===== src/rtl/sub_4b_arbiter_pkg.sv =====
// ----------------------------------------------------------------------------
// sub_4b_arbiter_pkg
// Shared definitions for the sub_4b arbiter slice: FSM state encoding,
// requester id constants and the unsigned borrow helper.
// Optional build macro used in this slice: SUB_ARB_FIXED_PRIO_EN
// (see rr_arb_2).
// ----------------------------------------------------------------------------
package sub_4b_arbiter_pkg;

    typedef enum logic [1:0] {
        IDLE = 2'd0,
        EXEC = 2'd1,
        RESP = 2'd2
    } state_t;

    localparam logic REQ0 = 1'b0;
    localparam logic REQ1 = 1'b1;

    // Borrow is derived from an unsigned compare, independent of the
    // subtractor output.
    function automatic logic borrow_of(input logic [3:0] x, input logic [3:0] y);
        return (x < y);
    endfunction

endpackage : sub_4b_arbiter_pkg


===== src/rtl/sub_4b_arbiter_if.sv =====
// ----------------------------------------------------------------------------
// sub_4b_arbiter_if
// Request/response handshake bundle between the two requesters, the
// response consumer and the arbiter.
//   req0_*/req1_* : valid/ready request channels with 4-bit operands x, y
//   rsp_*         : valid/ready response channel (data, borrow, id)
// Modports:
//   master : requester/consumer side (drives requests and rsp_ready)
//   slave  : arbiter side (drives readies and the response)
// ----------------------------------------------------------------------------
interface sub_4b_arbiter_if;

    logic       req0_valid;
    logic       req0_ready;
    logic [3:0] req0_x;
    logic [3:0] req0_y;

    logic       req1_valid;
    logic       req1_ready;
    logic [3:0] req1_x;
    logic [3:0] req1_y;

    logic       rsp_valid;
    logic       rsp_ready;
    logic [3:0] rsp_data;
    logic       rsp_borrow;
    logic       rsp_id;

    modport master (
        output req0_valid, req0_x, req0_y,
        output req1_valid, req1_x, req1_y,
        output rsp_ready,
        input  req0_ready, req1_ready,
        input  rsp_valid, rsp_data, rsp_borrow, rsp_id
    );

    modport slave (
        input  req0_valid, req0_x, req0_y,
        input  req1_valid, req1_x, req1_y,
        input  rsp_ready,
        output req0_ready, req1_ready,
        output rsp_valid, rsp_data, rsp_borrow, rsp_id
    );

endinterface : sub_4b_arbiter_if


===== src/rtl/sub_4b_arbiter_rr_arb_2.sv =====
// ----------------------------------------------------------------------------
// rr_arb_2
// Two-way arbiter. A lone valid requester always wins; under contention the
// requester that did not win last time is chosen (round-robin).
// Build macro: SUB_ARB_FIXED_PRIO_EN -- when defined, requester 0 always
// wins contention and last_grant is ignored (requester 1 can starve).
// Ports:
//   valid0, valid1 : request valids
//   last_grant     : id of the previously granted requester
//   enable         : arbitration allowed this cycle
//   grant_id       : selected requester
//   grant_valid    : a grant is issued this cycle
// ----------------------------------------------------------------------------
module rr_arb_2
    import sub_4b_arbiter_pkg::*;
(
    input  logic valid0,
    input  logic valid1,
    input  logic last_grant,
    input  logic enable,
    output logic grant_id,
    output logic grant_valid
);

`ifdef SUB_ARB_FIXED_PRIO_EN
    logic unused_last_grant;
    assign unused_last_grant = last_grant;
`endif

    always_comb begin
        // NOTE: every output gets a default first so no path leaves it
        // unassigned, which would otherwise infer a latch.
        grant_id    = REQ0;
        grant_valid = enable && (valid0 || valid1);
        if (valid0 && valid1) begin
`ifdef SUB_ARB_FIXED_PRIO_EN
            grant_id = REQ0;
`else
            grant_id = ~last_grant;
`endif
        end else if (valid1) begin
            grant_id = REQ1;
        end
    end

endmodule : rr_arb_2


===== src/rtl/sub_4b_arbiter_sub_4b.sv =====
// ----------------------------------------------------------------------------
// sub_4b
// Combinational 4-bit subtractor: d = (x + ~y + 1) mod 16.
// Ports:
//   x, y : 4-bit unsigned operands
//   d    : 4-bit difference
// ----------------------------------------------------------------------------
module sub_4b (
    input  logic [3:0] x,
    input  logic [3:0] y,
    output logic [3:0] d
);

    // Two's-complement subtract; the carry out is dropped on purpose.
    assign d = x + ~y + 4'd1;

endmodule : sub_4b


===== src/rtl/sub_4b_arbiter.sv =====
// ----------------------------------------------------------------------------
// sub_4b_arbiter
// Shares one sub_4b subtractor between two valid/ready requesters. An
// accepted request is latched, computed in EXEC and presented as a
// registered response in RESP until the consumer takes it.
// Build macro: SUB_ARB_FIXED_PRIO_EN (fixed priority to requester 0).
// Parameters:
//   CNT_W    : width of the saturating ops_done counter (min 1)
// Ports:
//   clk      : system clock, rising edge
//   rst_n    : asynchronous active-low reset
//   bus      : request/response handshake bundle (slave side)
//   ops_done : completed response handshakes, saturating at all-ones
//   busy     : high whenever the FSM is not IDLE
// ----------------------------------------------------------------------------
module sub_4b_arbiter
    import sub_4b_arbiter_pkg::*;
#(
    parameter int CNT_W = 8
) (
    input  logic             clk,
    input  logic             rst_n,
    sub_4b_arbiter_if.slave  bus,
    output logic [CNT_W-1:0] ops_done,
    output logic             busy
);

    state_t     state;
    logic       last_grant;
    logic [3:0] x_q;
    logic [3:0] y_q;
    logic       id_q;
    logic [3:0] diff;
    logic       grant_id;
    logic       grant_valid;

    rr_arb_2 u_arb (
        .valid0      (bus.req0_valid),
        .valid1      (bus.req1_valid),
        .last_grant  (last_grant),
        .enable      (state == IDLE),
        .grant_id    (grant_id),
        .grant_valid (grant_valid)
    );

    sub_4b u_sub (
        .x (x_q),
        .y (y_q),
        .d (diff)
    );

    assign bus.req0_ready = grant_valid && (grant_id == REQ0) && bus.req0_valid;
    assign bus.req1_ready = grant_valid && (grant_id == REQ1) && bus.req1_valid;
    assign busy           = (state != IDLE);

    always_ff @(posedge clk or negedge rst_n) begin
        if (!rst_n) begin
            // NOTE: operand and response registers are reset too, so an op
            // interrupted by reset leaves no stale value visible on rsp_*.
            state          <= IDLE;
            last_grant     <= REQ1;  // requester 0 wins the first contention
            x_q            <= '0;
            y_q            <= '0;
            id_q           <= REQ0;
            bus.rsp_valid  <= 1'b0;
            bus.rsp_data   <= '0;
            bus.rsp_borrow <= 1'b0;
            bus.rsp_id     <= REQ0;
            ops_done       <= '0;
        end else begin
            // NOTE: state registers use non-blocking assignments so every
            // branch sees the pre-edge values, matching flop behaviour.
            case (state)
                IDLE: begin
                    if (grant_valid) begin
                        x_q        <= (grant_id == REQ1) ? bus.req1_x : bus.req0_x;
                        y_q        <= (grant_id == REQ1) ? bus.req1_y : bus.req0_y;
                        id_q       <= grant_id;
                        last_grant <= grant_id;
                        state      <= EXEC;
                    end
                end
                EXEC: begin
                    bus.rsp_data   <= diff;
                    bus.rsp_borrow <= borrow_of(x_q, y_q);
                    bus.rsp_id     <= id_q;
                    bus.rsp_valid  <= 1'b1;
                    state          <= RESP;
                end
                RESP: begin
                    if (bus.rsp_ready) begin
                        bus.rsp_valid <= 1'b0;
                        if (ops_done != {CNT_W{1'b1}}) begin
                            ops_done <= ops_done + 1'b1;
                        end
                        state <= IDLE;
                    end
                end
                default: state <= IDLE;
            endcase
        end
    end

endmodule : sub_4b_arbiter


===== src/flat_wrapper.sv =====
// flat-port wrapper written by rule: the top's interface ports become plain ports
module sub_4b_arbiter_flat import sub_4b_arbiter_pkg::*;
#(
    parameter int CNT_W = 8
)
  (clk, rst_n, ops_done, busy, bus_req0_valid, bus_req0_x, bus_req0_y, bus_req1_valid, bus_req1_x, bus_req1_y, bus_rsp_ready, bus_req0_ready, bus_req1_ready, bus_rsp_valid, bus_rsp_data, bus_rsp_borrow, bus_rsp_id);
  sub_4b_arbiter_if bus_i ();
  input  logic clk;
  input  logic rst_n;
  output logic [CNT_W-1:0] ops_done;
  output logic busy;
  input wire logic [$bits(bus_i.req0_valid)-1:0] bus_req0_valid;
  input wire logic [$bits(bus_i.req0_x)-1:0] bus_req0_x;
  input wire logic [$bits(bus_i.req0_y)-1:0] bus_req0_y;
  input wire logic [$bits(bus_i.req1_valid)-1:0] bus_req1_valid;
  input wire logic [$bits(bus_i.req1_x)-1:0] bus_req1_x;
  input wire logic [$bits(bus_i.req1_y)-1:0] bus_req1_y;
  input wire logic [$bits(bus_i.rsp_ready)-1:0] bus_rsp_ready;
  output wire logic [$bits(bus_i.req0_ready)-1:0] bus_req0_ready;
  output wire logic [$bits(bus_i.req1_ready)-1:0] bus_req1_ready;
  output wire logic [$bits(bus_i.rsp_valid)-1:0] bus_rsp_valid;
  output wire logic [$bits(bus_i.rsp_data)-1:0] bus_rsp_data;
  output wire logic [$bits(bus_i.rsp_borrow)-1:0] bus_rsp_borrow;
  output wire logic [$bits(bus_i.rsp_id)-1:0] bus_rsp_id;
  assign bus_i.req0_valid = bus_req0_valid;
  assign bus_i.req0_x = bus_req0_x;
  assign bus_i.req0_y = bus_req0_y;
  assign bus_i.req1_valid = bus_req1_valid;
  assign bus_i.req1_x = bus_req1_x;
  assign bus_i.req1_y = bus_req1_y;
  assign bus_i.rsp_ready = bus_rsp_ready;
  assign bus_req0_ready = bus_i.req0_ready;
  assign bus_req1_ready = bus_i.req1_ready;
  assign bus_rsp_valid = bus_i.rsp_valid;
  assign bus_rsp_data = bus_i.rsp_data;
  assign bus_rsp_borrow = bus_i.rsp_borrow;
  assign bus_rsp_id = bus_i.rsp_id;
  sub_4b_arbiter #(.CNT_W(CNT_W)) u_core (.clk(clk), .rst_n(rst_n), .bus(bus_i), .ops_done(ops_done), .busy(busy));
endmodule

===== config.mk =====
export PLATFORM = sky130hd
export DESIGN_NAME = sub_4b_arbiter_flat
export DESIGN_NICKNAME = d
export VERILOG_FILES = /design/src/rtl/sub_4b_arbiter_pkg.sv /design/src/rtl/sub_4b_arbiter_if.sv /design/src/rtl/sub_4b_arbiter_rr_arb_2.sv /design/src/rtl/sub_4b_arbiter_sub_4b.sv /design/src/rtl/sub_4b_arbiter.sv /design/src/flat_wrapper.sv
export SDC_FILE = /design/constraint.sdc
export NUM_CORES = 1
export LEC_CHECK = 0
export CAP_MARGIN = 40
export CORE_UTILIZATION = 50
export CTS_BUF_LIST = sky130_fd_sc_hd__clkbuf_4
export CTS_CLUSTER_SIZE = 40
export DETAILED_ROUTE_END_ITERATION = 10
export DONT_BUFFER_PORTS = 1
export PLACE_DENSITY_LB_ADDON = 0.25
export SYNTH_ARGS = -nofsm -noshare
export SYNTH_HDL_FRONTEND = slang
export SYNTH_SLANG_ARGS = --single-unit
export TNS_END_PERCENT = 20

===== constraint.sdc =====
create_clock -name clk -period 3.2 [get_ports clk]
set_input_delay 0.8 -clock clk [delete_from_list [all_inputs] [get_ports clk]]
set_output_delay 0.8 -clock clk [all_outputs]
set_load 0.03 [all_outputs]

==> flow_summary.toml, run 1 <==
[synth]
synth_top_cell_area_share_pct = 49.3
synth_nets = 146
ys_seq_area_share_pct = 51.3
syn_area_per_cell_um2 = 11.1
synth-seq-cells = 27
synth_area_um2 = 1320
yosysUniqueCellTypes = 36
synth_area_leaders = "dfrtp_1 49%, a222oi_1 6.1%, inv_1 4.8%"
synth_xor_area_share_pct = 3.22
synth_compound_area_share_pct = 16.3
yosys.area.top_type = "dfrtp_1"
synth.area.mux_share_pct = 2.56
synthCells = 119
ys_warn_count = 0
synth_top_family_by_area = "compound AO/OA/AOI/OAI gates"
yosys.area_share.simple_pct = 13.6
post_synth_fa_ha_maj_area_fraction_pct = 6.26

[power]
p_sw_uw = 680
leakage_nw = 0.674
clkPwrFrac_pct = 10.2
swShare_pct = 46.4
combPwrFrac_pct = 36.7
p_int_uw = 786
power.density_nw_per_um2 = 1070
pwr-share-seq_pct = 53.2
vdd_drop_max_v = 0.000613

[cells_and_area]
syn_to_final_growth_pct = 3.60
mostFrequentLayoutCell = "dfrtp_1"
nNetsFinal = 148
diodes = 0
postLayoutCoreUtil_pct = 55.2
drive_gt1_share_pct = 12.5
layout_common_cells = "26 x dfrtp_1, 17 x inv_1, 10 x nand2_1, 8 x a222oi_1, 6 x o21ai_0"

[clock_tree]
cts_max_path_buffers = 2
cts_hold_buffers = 0
cts_tree = "built"
clk_pin_slew_ps = 150
ctsResizeCount = 0
cts_made_buffers = 3
cts-root-buf = "clkbuf_4"
ctsHtreeMaxLevel = 1
numClockSinks = 27
clk_latency_ps = 330
post-cts-setup-buffers = 0

[setup_path]
crit_required_ps = 2400
crit_family = "simple AND/OR/NAND/NOR gates"
cp_slowest_stage_delay_ps = 600
crit_start = "u_core.state[0]$_DFFE_PN0P_"
critPathBufInv = 0
ff2ff_setup_slack_ps = 1470
endpoint_kind = "output pin"
crit_path_top_delay_cell = "and3_1"
critPathMaxFanout = 11
path_class = "register to output pin"
start_kind = "register"
worstPathArrival_ps = 1580
crit_chain = "nor2_1 > and3_1"
r2r_start = "u_core.ops_done[3]$_DFFE_PN0P_"

[floorplanning]
fp-row-count = 18
die_area_um2 = 2850
num_io_pins = 39
initial_core_util_pct = 53.3
core_um2 = 2480
fp.dieW_um = 53.4
die_y_um = 53.4

[sta]
hold_violations = 0
setup_viol = 0
skew_ps = 4.90
tightest_slew_ps = 620
clock.fmax_mhz = 420
slew_violations = 0
setup_tns_ps = 0
rsz0062_at_grt = "no"
fin_crit_ps = 2380
final.period_utilization_pct = 74.3
slew_headroom_pct = 58.6

[route]
wire_per_inst_um = 15.9
ant_nets = 0
first_iter_violations = 33
drc = 0
viasPerCell = 5.96
vias = 894
finalWirelength_um = 2380
dr.pass1.iters = 5

[global_routing]
met1_usage_pct = 22.0
grt_busiest_layer = "met2"
grt_max_degree = 28
grt_usage_pct = 19.7
overflow = 0
grt_pass1_wl_um = 3910
met3_usage_pct = 4.89
antenna_found_initial = 0
grt_pass1_vias = 876
use_met2_pct = 34.0

[job]
maxCapViolations = 0

[placed_design]
io_buffers = 0
gp_congestion = 0.670
dpl.hpwl_um = 1790

[outcome]
status = "finished clean"

[hold_path]
holdCritPathClass = "input pin to asynchronous set/reset pin"
[state kept, by name (all words and copies together) (netlist names)]
| name | cells |
|---|---|
| u_core.bus.rsp_borrow | 1 |
| u_core.bus.rsp_data | 4 |
| u_core.bus.rsp_id | 1 |
| u_core.bus.rsp_valid | 1 |
| u_core.id_q | 1 |
| u_core.last_grant | 1 |
| u_core.ops_done | 8 |
| u_core.state | 2 |
| u_core.x_q | 4 |
| u_core.y_q | 4 |
[path summary, 6_finish.rpt]
kind	endpoint	cells past startpoint
hold / removal	u_core.ops_done[5]$_DFFE_PN0P_	0
setup / recovery	bus_req1_ready	2
min in group clk	u_core.id_q$_DFFE_PN0P_	1
max in group asynchronous	u_core.last_grant$_DFFE_PN1P_	0
hold reg to reg	u_core.id_q$_DFFE_PN0P_	1
setup reg to reg	u_core.ops_done[1]$_DFFE_PN0P_	4
[metal layers]
layer	routed length [um]	part of all wire, %
met4	40	1.7
met1	978	41
met5	0	0
met3	146	6.1
met2	1210	51
[through the flow]
step	cell area [um2]	setup slack (ps)	std cells	total power, mW	hold slack (ps)
floorplan	1320	1150	119	1.22	446
global route	1370	661	150	1.60	105
detailed placement	1340	996	146	1.33	475
global placement	1340	1020	146	1.30	476
CTS	1370	789	150	1.48	121
finish	1370	822	150	1.47	136
[cell type report]
class / count / area [um2]
flip-flops and latches: 27 / 677
well taps: 30 / 37.5
fillers: 217 / 1110
inverters: 17 / 63.8
multi-input cells: 71 / 554
clock buffers: 3 / 22.5
repair buffers: 1 / 7.51
clock inverters: 1 / 5.00
[worst register-to-register path: stages (launching register included)]
cell and delay (ps):
dfrtp_1 660, and3_4 320, nand3_4 110, o21ai_2 200, mux2_1 340
[logic make-up after synthesis]
kind of cell,count (synthesis)
flip-flops,27
buffers and inverters,21
multiplexers,3
adder cells (fa/ha/maj),6
AND/OR/NAND/NOR,30
XOR/XNOR,4
AO/OA/AOI/OAI,28
[Yosys cell counts (all sizes together)]
cell      n
a21o      2
a21oi     5
a222oi    8
a22o      1
a2bb2oi   1
and3      4
and3b     1
buf       3
clkbuf    1
dfrtp    26
dfstp     1
fa        1
ha        5
inv      17
mux2      3
nand2    10
nand2b    2
nand3     1
nand4     2
nand4b    1
nor2      4
nor2b     2
nor3      2
o21a      2
o21ai     7
o21ba     1
o31ai     1
or2b      1
xnor2     2
xor2      2
[power groups by stage]
stage	registers (mW)	logic, mW	clock network (mW)
6_report	0.779	0.537	0.149
5_1_grt	0.805	0.626	0.171
4_1_cts	0.782	0.544	0.156
3_5_place_dp	0.790	0.537	0
3_3_place_gp	0.781	0.515	0
2_1_floorplan	0.747	0.469	0
(Power assumes the default switching activity.)
==> run 2: changes to the inputs <==
==> constraint.sdc (replaced) <==
create_clock -name clk -period 2.4 [get_ports clk]
set_input_delay 0.6 -clock clk [delete_from_list [all_inputs] [get_ports clk]]
set_output_delay 0.6 -clock clk [all_outputs]
set_load 0.03 [all_outputs]
==> flow_summary.toml, run 2 (synthesized netlist as in run 1, its figures left out) <==
[cells_and_area]
nNetsFinal = 149
diodes = 0
fin_cells = 151
stdcell_area_um2 = 1390
regMostFlops = "u_core.ops_done"
syn_to_final_growth_pct = 5.31
postLayoutCoreUtil_pct = 56.1
mostFrequentLayoutCell = "dfrtp_1"
largest_reg_flops = 8
layout_common_cells = "26 x dfrtp_1, 17 x inv_1, 10 x nand2_1, 8 x a222oi_1, 6 x o21ai_0"
drive_gt1_share_pct = 13.2

[sta]
slew_violations = 0
hold_violations = 0
clock.fmax_mhz = 451
skew_ps = 12.3
tightest_slew_ps = 639
setup_tns_ps = 0
fin_crit_ps = 2220
rsz0062_at_grt = "no"
final.period_utilization_pct = 92.3
slew_headroom_pct = 57.4
setup_viol = 0

[global_routing]
grt_pass1_vias = 899
antenna_found_initial = 0
grt_max_degree = 27
grt_usage_pct = 19.5
grt_pass1_wl_um = 3940
overflow = 0

[setup_path]
r2r_cells = 4
critPathMaxFanout = 11
endpoint_kind = "output pin"
crit_path_top_delay_cell = "and3_1"
path_class = "register to output pin"
worstPathArrival_ps = 1620
crit_required_ps = 1800
start_kind = "register"
crit_chain = "nor2_1 > and3_1"
cp_slowest_stage_delay_ps = 620

[power]
power.density_nw_per_um2 = 1410
power_mw = 1.96
leakage_nw = 0.680
vdd_drop_max_v = 0.000757

[clock_tree]
clk_latency_ps = 330
cts-root-buf = "clkbuf_4"
numClockSinks = 27
ctsHtreeMaxLevel = 1
cts_made_buffers = 3
cts_max_path_buffers = 2
ctsResizeCount = 0
cts_tree = "built"
clk_pin_slew_ps = 150

[hold_path]
holdCritPathClass = "input pin to asynchronous set/reset pin"

[floorplanning]
die_area_um2 = 2850
num_io_pins = 39
fp-row-count = 18
die_y_um = 53.4
fp.dieW_um = 53.4
initial_core_util_pct = 53.3
core_um2 = 2480

[outcome]
status = "finished clean"

[route]
dr.pass1.iters = 4
finalWirelength_um = 2350
drc = 0
vias = 897
wire_per_inst_um = 15.5
first_iter_violations = 24
ant_nets = 0
viasPerCell = 5.94

[job]
maxCapViolations = 0

[placed_design]
dp_cells = 146
gp_congestion = 0.687
io_buffers = 0
place_area_um2 = 1340
dpl.hpwl_um = 1720
-- run 2: cell count changes in the layout (fill, tap and decap cells not counted), sizes merged --
cell / delta
clkinvlp: +1
clkinv: -1
buf: +1
-- run 2: routing by layer --
layer	routed length [um]	global-route usage, %
met1	1030	22.8
met2	1140	34.8
met3	148	3.16
met4	31	7.89
met5	0	0
-- run 2: per-stage QoR --
step,hold WS (ps),setup slack (ps)
5_1_grt,47.0,50.1
3_3_place_gp,305,620
4_1_cts,50.5,173
6_report,54.7,184
2_1_floorplan,304,748
3_5_place_dp,305,574
-- run 2: timing repair --
item / 4_1_cts / 5_1_grt
setup buffers: 0 / 0
hold buffers: 1 / 0
endpoints found under the hold margin: 26 / 0
-- run 2: worst max-delay path, delay by kind of cell, from the launching register on --
family | cells | cell delay [ps]
DFF | 1 | 450
and+or+nand+nor | 2 | 830
-- run 2: final timing paths --
check | startpoint | slack [ps] | to
worst max-delay path | u_core.state[1]$_DFFE_PN0P_ | 180 | bus_req1_ready
worst min-delay path | rst_n | 50 | u_core.ops_done[0]$_DFFE_PN0P_
worst max register to register | u_core.ops_done[0]$_DFFE_PN0P_ | 680 | u_core.ops_done[1]$_DFFE_PN0P_
worst min register to register | u_core.id_q$_DFFE_PN0P_ | 500 | u_core.id_q$_DFFE_PN0P_
max in group asynchronous | rst_n | 2190 | u_core.y_q[2]$_DFFE_PN0P_
min in group clk | bus_rsp_ready | 360 | u_core.state[1]$_DFFE_PN0P_
-- run 2: layout make-up --
class | instances | area [um2]
clock buffers | 3 | 22.5
clock inverters | 1 | 7.51
fillers | 226 | 1090
inverters | 17 | 63.8
multi-input cells | 71 | 554
flip-flops and latches | 27 | 677
well taps | 30 | 37.5
repair buffers | 2 | 27.5
-- run 2: power by group --
group,switching [mW],internal [mW],leakage (nW)
logic,0.393,0.329,0.335
registers,0.380,0.657,0.331
clock network,0.136,0.0638,0.0139
==> run 3: changes to the inputs <==
--- a/config.mk
+++ b/config.mk
@@ -6,8 +6,10 @@
 export NUM_CORES = 1
 export LEC_CHECK = 0
 export CAP_MARGIN = 40
-export CORE_UTILIZATION = 50
-export CTS_BUF_LIST = sky130_fd_sc_hd__clkbuf_4
+export CELL_PAD_IN_SITES_DETAIL_PLACEMENT = 2
+export CELL_PAD_IN_SITES_GLOBAL_PLACEMENT = 2
+export CORE_UTILIZATION = 40
+export CTS_BUF_LIST = sky130_fd_sc_hd__clkbuf_8
 export CTS_CLUSTER_SIZE = 40
 export DETAILED_ROUTE_END_ITERATION = 10
 export DONT_BUFFER_PORTS = 1
==> flow_summary.toml, run 3 (synthesized netlist as in run 1, its figures left out) <==
[power]
power.density_nw_per_um2 = 1460
vdd_drop_max_v = 0.000554
leakage_nw = 0.692

[sta]
skew_ps = 4.21
fin_crit_ps = 2260
whs_ps = 133
setup_viol = 0
hold_violations = 0
final.period_utilization_pct = 94.0
setup_tns_ps = 0
clock.fmax_mhz = 443
slew_violations = 0
slew_headroom_pct = 56.1
tightest_slew_ps = 658
rsz0062_at_grt = "no"

[clock_tree]
cts_tree = "built"
clk_latency_ps = 270
numClockSinks = 27
ctsHtreeMaxLevel = 1
cts_made_buffers = 3
cts_hold_buffers = 0
clk_pin_slew_ps = 90
ctsResizeCount = 0
post-cts-setup-buffers = 0
cts-root-buf = "clkbuf_8"
cts_max_path_buffers = 2

[cells_and_area]
postLayoutCoreUtil_pct = 45.8
mostFrequentLayoutCell = "dfrtp_1"
diodes = 0
regMostFlops = "u_core.ops_done"
stdcell_area_um2 = 1420
layout_common_cells = "26 x dfrtp_1, 18 x inv_1, 10 x nand2_1, 8 x a222oi_1, 6 x o21ai_0"
nNetsFinal = 149
fin_cells = 165
largest_reg_flops = 8
drive_gt1_share_pct = 12.4
syn_to_final_growth_pct = 7.77

[placed_design]
gp_congestion = 0.680
io_buffers = 0
dpl.hpwl_um = 2220
dp_cells = 160
place_area_um2 = 1360

[outcome]
status = "finished clean"

[setup_path]
endpoint_kind = "output pin"
crit_path_top_delay_cell = "and3_1"
crit_chain = "nor2_1 > and3_1"
worstPathArrival_ps = 1660
crit_required_ps = 1800
cp_slowest_stage_delay_ps = 650
critPathMaxFanout = 11
start_kind = "register"
path_class = "register to output pin"

[route]
finalWirelength_um = 2940
viasPerCell = 5.55
wire_per_inst_um = 17.8
drc = 0
first_iter_violations = 63
ant_nets = 0
dr.pass1.iters = 4
vias = 916

[floorplanning]
fp.dieW_um = 59.4
initial_core_util_pct = 42.5
num_io_pins = 39
fp-row-count = 20
core_um2 = 3100
die_y_um = 59.4
die_area_um2 = 3530

[global_routing]
antenna_found_initial = 0
grt_pass1_vias = 1012
grt_usage_pct = 19.3
overflow = 0
grt_max_degree = 28
grt_pass1_wl_um = 4930

[job]
maxCapViolations = 0

[hold_path]
holdCritPathClass = "input pin to asynchronous set/reset pin"
==> run 3: worst max-delay path, delay by kind of cell (launching register included) <==
kind	cells	cell delay [ps]
DFF	1	430
and+or+nand+nor	2	950
==> run 3: through the flow <==
step / total power, mW / setup WS (ps)
CTS: 2.09 / 112
finish: 2.07 / 143
global placement: 1.76 / 590
floorplan: 1.62 / 748
global route: 2.26 / 30.4
detailed placement: 1.83 / 452
==> run 3: path summary, 6_finish.rpt <==
path,start,end,slack (ps),cells past startpoint
max,u_core.state[0]$_DFFE_PN0P_,bus_req1_ready,140,2
min,rst_n,u_core.bus.rsp_valid$_DFFE_PN0P_,130,1
max reg2reg,u_core.state[0]$_DFFE_PN0P_,u_core.x_q[3]$_DFFE_PN0P_,650,5
min reg2reg,u_core.x_q[0]$_DFFE_PN0P_,u_core.x_q[0]$_DFFE_PN0P_,500,2
max in group asynchronous,rst_n,u_core.x_q[0]$_DFFE_PN0P_,2120,1
min in group clk,bus_rsp_ready,u_core.state[1]$_DFFE_PN0P_,440,1
==> run 3: where the power goes <==
part / total, mW / switching [mW] / internal (mW)
logic: 0.773 / 0.439 / 0.334
clock network: 0.255 / 0.140 / 0.115
registers: 1.04 / 0.386 / 0.658
total: 2.07 / 0.965 / 1.11
==> run 3: area by class of cell <==
class	instances	area, um2
Multi-Input combinational cell	71	554
Sequential cell	27	677
Clock inverter	1	3.75
Timing Repair Buffer	2	27.5
Inverter	17	63.8
Tap cell	44	55.1
Clock buffer	3	41.3
Fill cell	335	1680
==> run 3: layer usage <==
metal	share of wire (%)	vias to the layer above	GRT usage, %
met5	0	-	0
met4	0.95	0	6.12
met3	7.2	4	5.68
met2	43	28	28.7
met1	48	459	26.6
li1	-	425	-
